File: src/rtl/ser_frame_arb_if.sv
// Bundle of the requester and serializer signals around ser_frame_arb.
// The arbiter connects through the slave modport, the surrounding
// environment (requesters plus serializer) through the master modport.
interface ser_frame_arb_if #(
  parameter int N_REQ = 4
);
  localparam int ID_W = $clog2(N_REQ);

  logic [N_REQ-1:0]    req_valid_i;
  logic [24*N_REQ-1:0] req_data_i;
  logic [N_REQ-1:0]    req_ready_o;
  logic                ser_start_o;
  logic [23:0]         ser_data_o;
  logic [1:0]          ser_cnt_pkt_i;
  logic                frame_done_o;
  logic [ID_W-1:0]     done_id_o;
  logic                busy_o;
  logic                timeout_o;

  modport master (
    output req_valid_i,
    output req_data_i,
    output ser_cnt_pkt_i,
    input  req_ready_o,
    input  ser_start_o,
    input  ser_data_o,
    input  frame_done_o,
    input  done_id_o,
    input  busy_o,
    input  timeout_o
  );

  modport slave (
    input  req_valid_i,
    input  req_data_i,
    input  ser_cnt_pkt_i,
    output req_ready_o,
    output ser_start_o,
    output ser_data_o,
    output frame_done_o,
    output done_id_o,
    output busy_o,
    output timeout_o
  );
endinterface

File: src/rtl/ser_frame_arb.sv
// Round-robin arbiter sharing one 24-bit frame serializer among N_REQ
// requesters. The winning payload is latched and held for the whole frame
// (comma + 3 bytes); completion is seen when the serializer packet counter
// wraps from 3 back to 0, after which a done pulse reports the requester ID.
// Optional build macro SER_FRAME_ARB_TIMEOUT_EN adds a per-frame watchdog
// of TIMEOUT_CYC clocks and a sticky timeout flag.
module ser_frame_arb #(
  parameter int N_REQ       = 4,
  parameter int TIMEOUT_CYC = 1024
) (
  input logic           clk_i,
  input logic           rst_ni,
  ser_frame_arb_if.slave bus
);
  localparam int ID_W = $clog2(N_REQ);
  localparam logic [ID_W-1:0] LAST_ID = ID_W'(N_REQ - 1);
  localparam logic [ID_W:0]   N_EXT   = (ID_W+1)'(N_REQ);

  typedef enum logic [1:0] {
    ST_IDLE,
    ST_START,
    ST_BUSY,
    ST_DONE
  } state_t;

  state_t           state;
  logic [ID_W-1:0]  rr_ptr;
  logic [ID_W-1:0]  cur_id;
  logic [ID_W-1:0]  done_id_q;
  logic [23:0]      ser_data_q;
  logic             ser_start_q;
  logic             frame_done_q;
  logic [1:0]       cnt_prev;

  logic             grant_any;
  logic [ID_W-1:0]  grant_id;
  logic [ID_W:0]    scan_sum;
  logic [ID_W-1:0]  scan_id;
  logic [23:0]      grant_data;
  logic [N_REQ-1:0] grant_oh;
  logic             frame_end;
  logic [ID_W-1:0]  next_rr;

`ifdef SER_FRAME_ARB_TIMEOUT_EN
  localparam int TMO_W = $clog2(TIMEOUT_CYC + 1);
  logic [TMO_W-1:0] tmo_cnt;
  logic             timeout_q;
`endif

  // Round-robin search: scanning offsets from the top down lets the
  // smallest offset from rr_ptr win without an early exit.
  always_comb begin
    grant_any = 1'b0;
    grant_id  = '0;
    scan_sum  = '0;
    scan_id   = '0;
    for (int i = N_REQ - 1; i >= 0; i--) begin
      scan_sum = {1'b0, rr_ptr} + (ID_W+1)'(i);
      if (scan_sum >= N_EXT) begin
        scan_sum = scan_sum - N_EXT;
      end
      scan_id = scan_sum[ID_W-1:0];
      if (bus.req_valid_i[scan_id]) begin
        grant_any = 1'b1;
        grant_id  = scan_id;
      end
    end
  end

  // Payload mux and one-hot ready; ready only exists while idle and out of reset.
  always_comb begin
    grant_data = '0;
    grant_oh   = '0;
    for (int k = 0; k < N_REQ; k++) begin
      if (grant_id == ID_W'(k)) begin
        grant_data = bus.req_data_i[24*k +: 24];
        grant_oh[k] = grant_any && (state == ST_IDLE) && rst_ni;
      end
    end
  end

  assign frame_end = (cnt_prev == 2'd3) && (bus.ser_cnt_pkt_i == 2'd0);
  assign next_rr   = (cur_id == LAST_ID) ? '0 : cur_id + ID_W'(1);

  // Arbiter FSM with all outputs registered; reset aborts any frame in flight.
  always_ff @(posedge clk_i or negedge rst_ni) begin
    if (!rst_ni) begin
      state        <= ST_IDLE;
      rr_ptr       <= '0;
      cur_id       <= '0;
      done_id_q    <= '0;
      ser_data_q   <= '0;
      ser_start_q  <= 1'b0;
      frame_done_q <= 1'b0;
      cnt_prev     <= 2'd0;
`ifdef SER_FRAME_ARB_TIMEOUT_EN
      tmo_cnt      <= '0;
      timeout_q    <= 1'b0;
`endif
    end else begin
      cnt_prev <= bus.ser_cnt_pkt_i;
      case (state)
        ST_IDLE: begin
          if (grant_any) begin
            ser_data_q  <= grant_data;
            cur_id      <= grant_id;
            ser_start_q <= 1'b1;
            state       <= ST_START;
`ifdef SER_FRAME_ARB_TIMEOUT_EN
            tmo_cnt     <= '0;
`endif
          end
        end
        ST_START: begin
          ser_start_q <= 1'b0;
          state       <= ST_BUSY;
        end
        ST_BUSY: begin
          if (frame_end) begin
            frame_done_q <= 1'b1;
            done_id_q    <= cur_id;
            state        <= ST_DONE;
          end
`ifdef SER_FRAME_ARB_TIMEOUT_EN
          else begin
            tmo_cnt <= tmo_cnt + TMO_W'(1);
            if (tmo_cnt == TMO_W'(TIMEOUT_CYC - 1)) begin
              frame_done_q <= 1'b1;
              done_id_q    <= cur_id;
              timeout_q    <= 1'b1;
              state        <= ST_DONE;
            end
          end
`endif
        end
        ST_DONE: begin
          frame_done_q <= 1'b0;
          rr_ptr       <= next_rr;
          state        <= ST_IDLE;
        end
        default: begin
          state <= ST_IDLE;
        end
      endcase
    end
  end

  assign bus.req_ready_o  = grant_oh;
  assign bus.ser_start_o  = ser_start_q;
  assign bus.ser_data_o   = ser_data_q;
  assign bus.frame_done_o = frame_done_q;
  assign bus.done_id_o    = done_id_q;
  assign bus.busy_o       = (state != ST_IDLE);
`ifdef SER_FRAME_ARB_TIMEOUT_EN
  assign bus.timeout_o    = timeout_q;
`else
  assign bus.timeout_o    = 1'b0;
`endif
endmodule

File: src/flat_wrapper.sv
// flat-port wrapper written by rule: the top's interface ports become plain ports
module ser_frame_arb_flat 
#(
  parameter int N_REQ       = 4,
  parameter int TIMEOUT_CYC = 1024
)
  (clk_i, rst_ni, bus_req_valid_i, bus_req_data_i, bus_ser_cnt_pkt_i, bus_req_ready_o, bus_ser_start_o, bus_ser_data_o, bus_frame_done_o, bus_done_id_o, bus_busy_o, bus_timeout_o);
  ser_frame_arb_if #(.N_REQ(N_REQ)) bus_i ();
  input logic clk_i;
  input logic rst_ni;
  input wire logic [$bits(bus_i.req_valid_i)-1:0] bus_req_valid_i;
  input wire logic [$bits(bus_i.req_data_i)-1:0] bus_req_data_i;
  input wire logic [$bits(bus_i.ser_cnt_pkt_i)-1:0] bus_ser_cnt_pkt_i;
  output wire logic [$bits(bus_i.req_ready_o)-1:0] bus_req_ready_o;
  output wire logic [$bits(bus_i.ser_start_o)-1:0] bus_ser_start_o;
  output wire logic [$bits(bus_i.ser_data_o)-1:0] bus_ser_data_o;
  output wire logic [$bits(bus_i.frame_done_o)-1:0] bus_frame_done_o;
  output wire logic [$bits(bus_i.done_id_o)-1:0] bus_done_id_o;
  output wire logic [$bits(bus_i.busy_o)-1:0] bus_busy_o;
  output wire logic [$bits(bus_i.timeout_o)-1:0] bus_timeout_o;
  assign bus_i.req_valid_i = bus_req_valid_i;
  assign bus_i.req_data_i = bus_req_data_i;
  assign bus_i.ser_cnt_pkt_i = bus_ser_cnt_pkt_i;
  assign bus_req_ready_o = bus_i.req_ready_o;
  assign bus_ser_start_o = bus_i.ser_start_o;
  assign bus_ser_data_o = bus_i.ser_data_o;
  assign bus_frame_done_o = bus_i.frame_done_o;
  assign bus_done_id_o = bus_i.done_id_o;
  assign bus_busy_o = bus_i.busy_o;
  assign bus_timeout_o = bus_i.timeout_o;
  ser_frame_arb #(.N_REQ(N_REQ), .TIMEOUT_CYC(TIMEOUT_CYC)) u_core (.clk_i(clk_i), .rst_ni(rst_ni), .bus(bus_i));
endmodule
File: config.mk
export PLATFORM = sky130hd
export DESIGN_NAME = ser_frame_arb_flat
export DESIGN_NICKNAME = d
export VERILOG_FILES = /design/src/rtl/ser_frame_arb_if.sv /design/src/rtl/ser_frame_arb.sv /design/src/flat_wrapper.sv
export SDC_FILE = /design/constraint.sdc
export NUM_CORES = 1
export LEC_CHECK = 0
export CAP_MARGIN = 25
export CORE_UTILIZATION = 35
export CTS_BUF_LIST = sky130_fd_sc_hd__clkbuf_4
export CTS_CLUSTER_SIZE = 14
export DETAILED_ROUTE_END_ITERATION = 8
export PLACE_DENSITY = 0.78
export SKIP_LAST_GASP = 1
export SLEW_MARGIN = 30
export SYNTH_ARGS = -nofsm -noshare
export SYNTH_HDL_FRONTEND = slang
export SYNTH_SLANG_ARGS = --single-unit
File: constraint.sdc
create_clock -name clk_i -period 4.99 [get_ports clk_i]
set_input_delay 0.499 -clock clk_i [delete_from_list [all_inputs] [get_ports clk_i]]
set_output_delay 0.499 -clock clk_i [all_outputs]
set_load 0.005 [all_outputs]
; After elaboration in Yosys (flattened, before gate mapping)
; Cells that the tools add are included.
[totals]
reg_bits = 36
out_inout_bits = 34
elab_cells = 84
in_bits = 104
[op_classes]
order_cmp = 8
eq_ne = 10
reduce_logical = 14
n_addsub = 8
mux = 36
[op_table]
columns = op, count
row1 = 24-bit two-way mux, 4
row2 = 2-bit two-way mux, 11
row3 = 1-bit two-way mux, 14
row4 = 2-bit equality test (second input constant), 6
row5 = 2-bit by 3-bit less-than comparator with 1-bit output (second input constant), 4
row6 = 2-bit AND reduction, 5
row7 = 3-bit greater-or-equal comparator (second input constant), 3
row8 = 1-bit binary-select mux with 2-bit select, 4
row9 = 2-bit one-hot mux with 4 select lines, 1
row10 = 2-bit by 1-bit subtractor with 2-bit output (second input constant), 4
row11 = 2-bit by 2-bit adder with 3-bit output (second input constant), 2
row12 = 2-bit zero test, 3
row13 = 2-bit nonzero test, 3
row14 = 2-bit by 1-bit equality test with 1-bit output (second input constant), 2
row15 = 2-bit by 1-bit inequality test with 1-bit output (second input constant), 2
row16 = 1-bit one-hot mux with 2 select lines, 2
row17 = 2-bit by 1-bit adder with 3-bit output (second input constant), 1
row18 = 2-bit by 3-bit greater-or-equal comparator with 1-bit output (second input constant), 1
row19 = 1-bit logical AND, 3
row20 = 2-bit by 1-bit adder with 2-bit output (second input constant), 1

; Logic depth before layout (Yosys ltp)
; Gate-level depths: netlist of run 1.
[logic_depth]
ltp_word = 14
mapped_depth = 8
depth_no_buf = 7

; Least setup slack after synthesis of run 1
; Ideal clock, no wire load.
[synth_timing]
path_kind = reg2out
startpoint = register u_core.rr_ptr[1]
endpoint = output port bus_req_ready_o[1]
path_slack_ps = 2973
n_path_buf = 2
stages_incl_launch_ff = 7
t_arrival_ps = 1518
required_ps = 4491
cell_sequence = dfrtp_1 > buf_4 > mux2i_2 > o22a_1 > nand2_1 > buf_2 > nor3b_1
[synth_between]
elab_chain_len = 12
word_cells_on_any_way = 35
classes_between = add/sub (7) / order compare (4) / eq/ne (1) / mux (21) / reduce/logical (2)
[synth_rtl]
columns = element, line
row1 = from (decl), ser_frame_arb.sv:27  ; logic [ID_W-1:0] rr_ptr;
row2 = from (signal assigned), ser_frame_arb.sv:138  ; rr_ptr <= next_rr;
row3 = 2-bit by 2-bit adder with 3-bit output, ser_frame_arb.sv:58  ; scan_sum = {1'b0, rr_ptr} + (ID_W+1)'(i);
row4 = 3-bit greater-or-equal comparator or 2-bit by 1-bit subtractor with 2-bit output (tied branches), "ser_frame_arb.sv:59, ser_frame_arb.sv:60"
row5 = 2-bit two-way mux, ser_frame_arb.sv:59  ; if (scan_sum >= N_EXT) begin
row6 = 1-bit binary-select mux with 2-bit select, ser_frame_arb.sv:63  ; if (bus.req_valid_i[scan_id]) begin
row7 = 1-bit two-way mux (implied by the code), ser_frame_arb.sv:63
row8 = 1-bit two-way mux (4 in a row), ser_frame_arb.sv:63
row9 = 1-bit logical AND (2 in a row), ser_frame_arb.sv:77  ; grant_oh[k] = grant_any && (state == ST_IDLE) && rst_ni;
row10 = 1-bit two-way mux *, ser_frame_arb.sv:75  ; if (grant_id == ID_W'(k)) begin
row11 = to (decl), flat_wrapper.sv:14  ; output wire logic [$bits(bus_i.req_ready_o)-1:0] bus_req_ready_o;
; Every way passes the cells marked *; elsewhere a longest branch is shown, timed or not. The select of a mux whose other input is x is not followed.

; Worst setup path in the final report of run 1
[layout_timing]
startpoint = input port bus_req_valid_i[1]
endpoint = output port bus_req_ready_o[1]
[layout_between]
elab_chain_len = 9
word_cells_on_any_way = 20
classes_between = eq/ne (1) / mux (17) / reduce/logical (2)
[layout_rtl]
columns = element, line
row1 = from (decl), flat_wrapper.sv:11  ; input wire logic [$bits(bus_i.req_valid_i)-1:0] bus_req_valid_i;
row2 = 1-bit binary-select mux with 2-bit select, ser_frame_arb.sv:63
row3 = 1-bit two-way mux (implied by the code), ser_frame_arb.sv:63
row4 = 1-bit two-way mux (4 in a row), ser_frame_arb.sv:63
row5 = 1-bit logical AND (2 in a row), ser_frame_arb.sv:77
row6 = 1-bit two-way mux *, ser_frame_arb.sv:75
; Marked as above.

==> metrics.md, run 1 <==
| Metric | Value |
|---|---|
| Area Growth Syn to Fin | 63.16% |
| Clock buffer depth | 2 |
| TritonRoute pass-1 iters | 4 |
| CTS tree | done |
| DIE WIDTH | roughly 83 um |
| Multi-input logic area | approximately 1300 um2 |
| Sw Share | 38.74% |
| Top FF cell, synth | dfrtp_1 |
| Cells after Synth | roughly 230 |
| Cts repair resizes | 0 |
| Final Critical Period | 3.642 ns |
| Slew @ Worst Pin | between 0.8 and 0.9 ns |
| DRT antenna net count | 0 |
| Internal Pwr Total | about 1000 uW |
| Row Count | 29 |
| Crit path from | bus_req_valid_i[1] |
| Worst-path clk slew | ~0.13 ns |
| Placeable Area | between 6000 and 7000 um2 |
| Yosys reg bits | 36 |
| Endpoints failing hold | 0 |
| Unique masters post-synth | 38 |
| PortBufs | approximately 140 |
| Final HPWL DP | between 5000 and 6000 um |
| Slew HR | about 42% |
| Seq/Total Area, Yosys | between 30 and 40% |
| Commonest non-fill, non-tap cell in the layout | clkdlybuf4s50_1 |
| RR Startpoint | u_core.rr_ptr[1] |
| HP Class | input pin to async pin |
| Clk sink count | 36 |
| Initial antenna violation count | 0 |
| Vias in the first global route | ~2500 |
| Avg WL per Cell | approximately 17 um |
| Critical path launch point type | input pin |
| Worst clock skew | approximately 0.019 ns |
| Clock group share of total power | 9.7% |
| Crit path max fanout | 25 |
| Htree depth | 2 |
| Pre-CTS setup slack | between 1 and 1.5 ns |
| GR Util All Layers | a little over a fifth |
| Cell Pwr Density | about 450 nW/um2 |
| Vias per cell | approximately 5.4 |
| EDFF count, synth | 0 |
| Yosys warnings | 0 |
| Final worst slack | 1.348 ns |
| Layout cells sized above 1 | 8.864% |
| Die H | ~83 um |
| I/O Pins | 138 |
| Final worst-path cycle share | 72.99% |
| Net Sw Power | 651.7 uW |
| RSZ-0062 raised after global routing | false |
| Drc violations | 0 |
| Starting density of the core | 36.37% |
| Slew Limit Fails | 0 |
| Worst Path Class, Setup | input pin to primary output |
| Post-Syn Area | about 2300 um2 |
| Part of the power in registers | between 30% and 40% |
| Worst path required time | approximately 4.5 ns |
| Max VDD drop | about 0.28 mV |
| Max-cap violations | 0 |
| Later-pin clock latency in the skew report | 0.35 ns |
| Root Buffer | clkbuf_4 |
| Number of CTS-inserted buffers | 5 |
| Post-CTS Setup Bufs | 0 |
| Data arrival, critical path | 3.14 ns |
| Commonest non-fill, non-tap cells in the layout | clkdlybuf4s50_1, dfrtp_1, a211oi_1 |
| Vias | between 2000 and 2500 |
| Setup TNS | 0 ns |
| Filler cells | 560 |
| GPL Wtd Cong | between 0.7 and 0.8 |
| Largest net degree at the start of global routing | 38 |
| First-pass GRT wire length | 11940 um |
| Hold Buf Count CTS | 0 |
| Diode count | 0 |
| Outcome | finished clean |
| LEAKAGE | about 0.0015 uW |
| Gate power share | 58.6% |
| Net count, final | 470 |
| Synthesized area per cell | slightly below 10 um2 |
| Routed Wire Length | roughly 7500 um |
| Worst Setup End Kind | primary output |
| Syn_nets | between 300 and 400 |
| Share of synthesized flip-flops with an asynchronous set or reset | between 90% and 100% |
| Initial DRC count | between 80 and 90 |
| Register area | 900.9 um2 |
| Setup-failing EPs final | 0 |
| Die ar. | a little under 7000 um2 |
| Pwr Total | 1682 uW |
| Fmax | ~270 MHz |
| Total grt overflow | 0 |
==> cells by family (layout without fill, tap and decap cells) <==
kind of cell | count (synthesis) | count (layout) | share of synthesized area (%)
AOI/OAI and AO/OA | 74 | 74 | 23.13
DFF | 36 | 36 | 39.00
adders and majority gates | 6 | 6 | 3.250
other | 1 | 1 | 0.1624
and+or+nand+nor | 63 | 63 | 14.84
buffers and inverters | 24 | 152 | 5.363
muxes | 29 | 29 | 14.25
==> final timing paths <==
kind / end / slack [ns] / cells past startpoint
setup / recovery: bus_req_ready_o[1] / 1.35 / 5
hold / removal: u_core.bus.frame_done_o / 0.04 / 1
setup reg to reg: u_core.bus.ser_data_o[16] / 2.57 / 5
hold reg to reg: u_core.bus.ser_data_o[2] / 0.53 / 1
max in group asynchronous: u_core.bus.ser_data_o[9] / 4.48 / 2
min in group clk_i: u_core.bus.ser_data_o[2] / 0.53 / 1
==> area by class of cell <==
class	count	share of cell area, %
Sequential cell	36	23.90
Clock inverter	3	0.4980
Multi-Input combinational cell	173	34.43
Tap cell	77	2.556
Timing Repair Buffer	139	37.12
Inverter	5	0.4980
Clock buffer	5	0.9960
==> cells in the mapped netlist (2+ instances only) <==
master,number,area [um2]
a221o_1,12,120.1
nand2b_1,2,12.51
mux2_1,4,45.04
and3_1,12,75.07
buf_2,6,30.03
nor2_1,16,60.06
mux2i_1,12,120.1
o21ai_0,15,75.07
clkbuf_1,8,30.03
a211oi_1,24,180.2
nand3_1,13,65.06
mux2_4,4,60.06
inv_1,5,18.77
and2_1,2,12.51
buf_4,2,15.01
o22ai_1,2,12.51
a21oi_1,15,75.07
ha_1,6,75.07
nor3b_1,2,15.01
dfrtp_1,36,900.9
mux2_2,8,90.09
nor3_1,3,15.01
nand2_1,9,33.78
==> stage by stage <==
step	area (um2)	util [%]	cells	hold slack [ns]
final	3769	59.35	438	0.03941
after CTS	3740	58.90	437	0.2628
after detailed placement	3684	58.01	429	0.4979
after floorplan	2310	-	233	0.2034
after global placement	3672	57.83	429	0.4941
after global routing	3769	59.35	438	0.04827
==> routing by layer <==
metal  wire length, um  up-vias  global-route usage [%]
li1                  -     1131                       -
met1              2965     1127                   25.05
met2              3946       86                   39.20
met3               472       10                   5.169
met4               125        0                   6.113
met5                 0        -                       0
==> power by group through the flow <==
| stage | Combinational [uW] | Clock, uW | Sequential, uW |
|---|---|---|---|
| 2_1_floorplan | 567 | 0 | 519 |
| 3_3_place_gp | 956 | 0 | 530 |
| 3_5_place_dp | 989 | 0 | 534 |
| 4_1_cts | 992 | 167 | 531 |
| 5_1_grt | 1080 | 182 | 547 |
| 6_report | 987 | 164 | 532 |
==> state kept, by name, summed over array words and instances, names as in the netlist <==
| register | count |
|---|---|
| u_core.state | 2 |
| u_core.bus.ser_data_o | 24 |
| u_core.rr_ptr | 2 |
| u_core.bus.done_id_o | 2 |
| u_core.cur_id | 2 |
| u_core.cnt_prev | 2 |
| u_core.bus.ser_start_o | 1 |
| u_core.bus.frame_done_o | 1 |
==> worst max-delay path, cell delays in order <==
cell	delay [ns]
clkdlybuf4s50_1	0.63
or3b_1	0.61
nand2_1	0.50
nor3b_1	0.35
clkdlybuf4s50_1	0.55
Power figures use the tool's default switching activity.
==> inputs of run 2 (changes only) <==
clock period = 3.6 ns   (was 4.99 ns; I/O delays follow)
==> metrics.md, run 2 (same netlist as run 1, synthesis figures left out) <==
| Metric | Value |
|---|---|
| Crit path max fanout | 5 (was 25) |
| Endpoints failing hold | 0 (unchanged) |
| Avg WL per Cell | 16.14 um (was 17.14 um) |
| Post-DP Area | 3717 um2 (was 3684 um2) |
| Slew @ Worst Pin | 0.6213 ns (was 0.8625 ns) |
| LEAKAGE | 0.001542 uW (was 0.001522 uW) |
| Hold Buf Count CTS | 0 (unchanged) |
| Final worst-path cycle share | about 80% |
| Global Route met1 Usage | 23.67% (was 25.05%) |
| Gr busiest metal | met2 (unchanged) |
| GPL Wtd Cong | 0.8221 (was 0.7727) |
| Later-pin clock latency in the skew report | 0.36 ns (was 0.35 ns) |
| Commonest non-fill, non-tap cells in the layout | clkdlybuf4s50_1, dfrtp_1, a211oi_1 (unchanged) |
| Max VDD drop | 0.3340 mV (was 0.2807 mV) |
| Vias per cell | 5.386 (was 5.374) |
| Htree depth | 2 (unchanged) |
| Final worst slack | 0.7149 ns (was 1.348 ns) |
| Worst-path clk slew | 0.13 ns (about the same) |
| Routed Wire Length | 7151 um (was 7509 um) |
| Final Hold Slack | 0.01790 ns (was 0.03941 ns) |
| Setup-failing EPs final | 0 (unchanged) |
| Fmax | 346.6 MHz |
| DIE WIDTH | 83.24 um (unchanged) |
| Net count, final | 475 (was 470) |
| PortBufs | 136 (unchanged) |
| Slew Limit Fails | 0 (unchanged) |
| Final Util | 59.82% (was 59.35%) |
| Final Critical Period | just under 3 ns |
| Initial DRC count | 140 (was 88) |
| Final Cell Area | 3799 um2 (was 3769 um2) |
| Drc violations | 0 (unchanged) |
| Row Count | 29 (unchanged) |
| Die H | 83.24 um (unchanged) |
| DRT antenna net count | 0 (unchanged) |
| Root Buffer | clkbuf_4 (unchanged) |
| Clk sink count | 36 (unchanged) |
| I/O Pins | 138 (unchanged) |
| Vias in the first global route | 2488 (was 2496) |
| Max reg flops | 24 (unchanged) |
| Final HPWL DP | 5511 um (was 5538 um) |
| Filler cells | 529 (was 560) |
| Commonest non-fill, non-tap cell in the layout | clkdlybuf4s50_1 (unchanged) |
| Pre-CTS setup slack | 0.7470 ns (was 1.393 ns) |
| CTS tree | done (unchanged) |
| Worst Setup End Kind | primary output (unchanged) |
| Area Growth Syn to Fin | 64.46% (was 63.16%) |
| Grt met2 use | 38.52% (was 39.20%) |
| Total grt overflow | 0 (unchanged) |
| GR Util All Layers | 21.12% (was 21.56%) |
| Layout cells sized above 1 | 10.11% (was 8.864%) |
| Max-cap violations | 0 (unchanged) |
| Largest net degree at the start of global routing | 38 (unchanged) |
| Vias | 2386 (was 2354) |
| Placeable Area | 6350 um2 (unchanged) |
| Initial antenna violation count | 0 (unchanged) |
| HP Class | input pin to async pin (unchanged) |
| Number of CTS-inserted buffers | 5 (unchanged) |
| GR Util met3 | 4.871% (was 5.169%) |
| Data arrival, critical path | 2.53 ns (was 3.14 ns) |
| Starting density of the core | 36.37% (unchanged) |
| Cell Pwr Density | 633.5 nW/um2 (was 446.4 nW/um2) |
| Cts repair resizes | 0 (unchanged) |
| Outcome | finished clean (unchanged) |
| Post-CTS Setup Bufs | 0 (unchanged) |
| Critical path launch point type | flip-flop (was input pin) |
| Clock buffer depth | 2 (unchanged) |
| RSZ-0062 raised after global routing | false (unchanged) |
| Setup TNS | 0 ns (unchanged) |
| Worst clock skew | 0.02323 ns (was 0.01864 ns) |
| Diode count | 0 (unchanged) |
| First-pass GRT wire length | 11590 um (was 11940 um) |
| Die ar. | 6928 um2 (unchanged) |
| Slew HR | 58.58% (was 42.25%) |
| Worst path required time | 3.24 ns (was 4.49 ns) |
| Worst Path Class, Setup | flip-flop to primary output (was input pin to primary output) |
| TritonRoute pass-1 iters | 4 (unchanged) |
run 2: report_power, final:
| group | total, uW | switching [uW] | internal, uW | leakage [uW] |
|---|---|---|---|---|
| Combinational | 1380 | 613 | 769 | 0.00107 |
| Clock | 294 | 149 | 145 | 0.0000412 |
| Sequential | 730 | 133 | 597 | 0.000428 |
run 2: metal layers:
metal	vias to the layer above	wire length, um
met5	-	0
met4	0	187
met3	16	462
met2	90	3728
met1	1142	2773
li1	1138	-
run 2: worst paths after layout:
kind | startpoint | endpoint | slack (ns) | depth (start not counted)
worst min-delay path | rst_ni | u_core.state[0] | 0.02 | 2
min in group clk_i | bus_ser_cnt_pkt_i[1] | u_core.cnt_prev[1] | 0.45 | 1
worst max register to register | u_core.rr_ptr[1] | u_core.bus.ser_data_o[16] | 1.10 | 6
max in group asynchronous | rst_ni | u_core.bus.ser_data_o[11] | 3.23 | 2
worst min register to register | u_core.bus.done_id_o[1] | u_core.bus.done_id_o[1] | 0.52 | 1
worst max-delay path | u_core.state[0] | bus_req_ready_o[0] | 0.71 | 7
run 2: cell type report:
cell class / count / area [um2] / share of cell area [%]
Timing Repair Buffer: 144 / 1416 / 37.29
Multi-Input combinational cell: 173 / 1286 / 33.86
Sequential cell: 36 / 900.9 / 23.72
Tap cell: 77 / 96.34 / 2.536
Clock inverter: 3 / 42.54 / 1.120
Clock buffer: 5 / 37.54 / 0.9881
Inverter: 5 / 18.77 / 0.4941
run 2: worst max-delay path, cell delays in order, from the launching register on:
cell,delay [ns]
dfrtp_1,0.44
inv_1,0.12
ha_1,0.22
inv_1,0.08
nor2_1,0.32
nand2_1,0.19
nor3b_1,0.25
clkdlybuf4s50_1,0.55
run 2: metrics by stage:
stage | std cells | total power [uW]
after floorplan | 233 | 1505
after CTS | 443 | 2423
after global routing | 443 | 2582
after detailed placement | 435 | 2128
after global placement | 435 | 2089
final | 443 | 2406
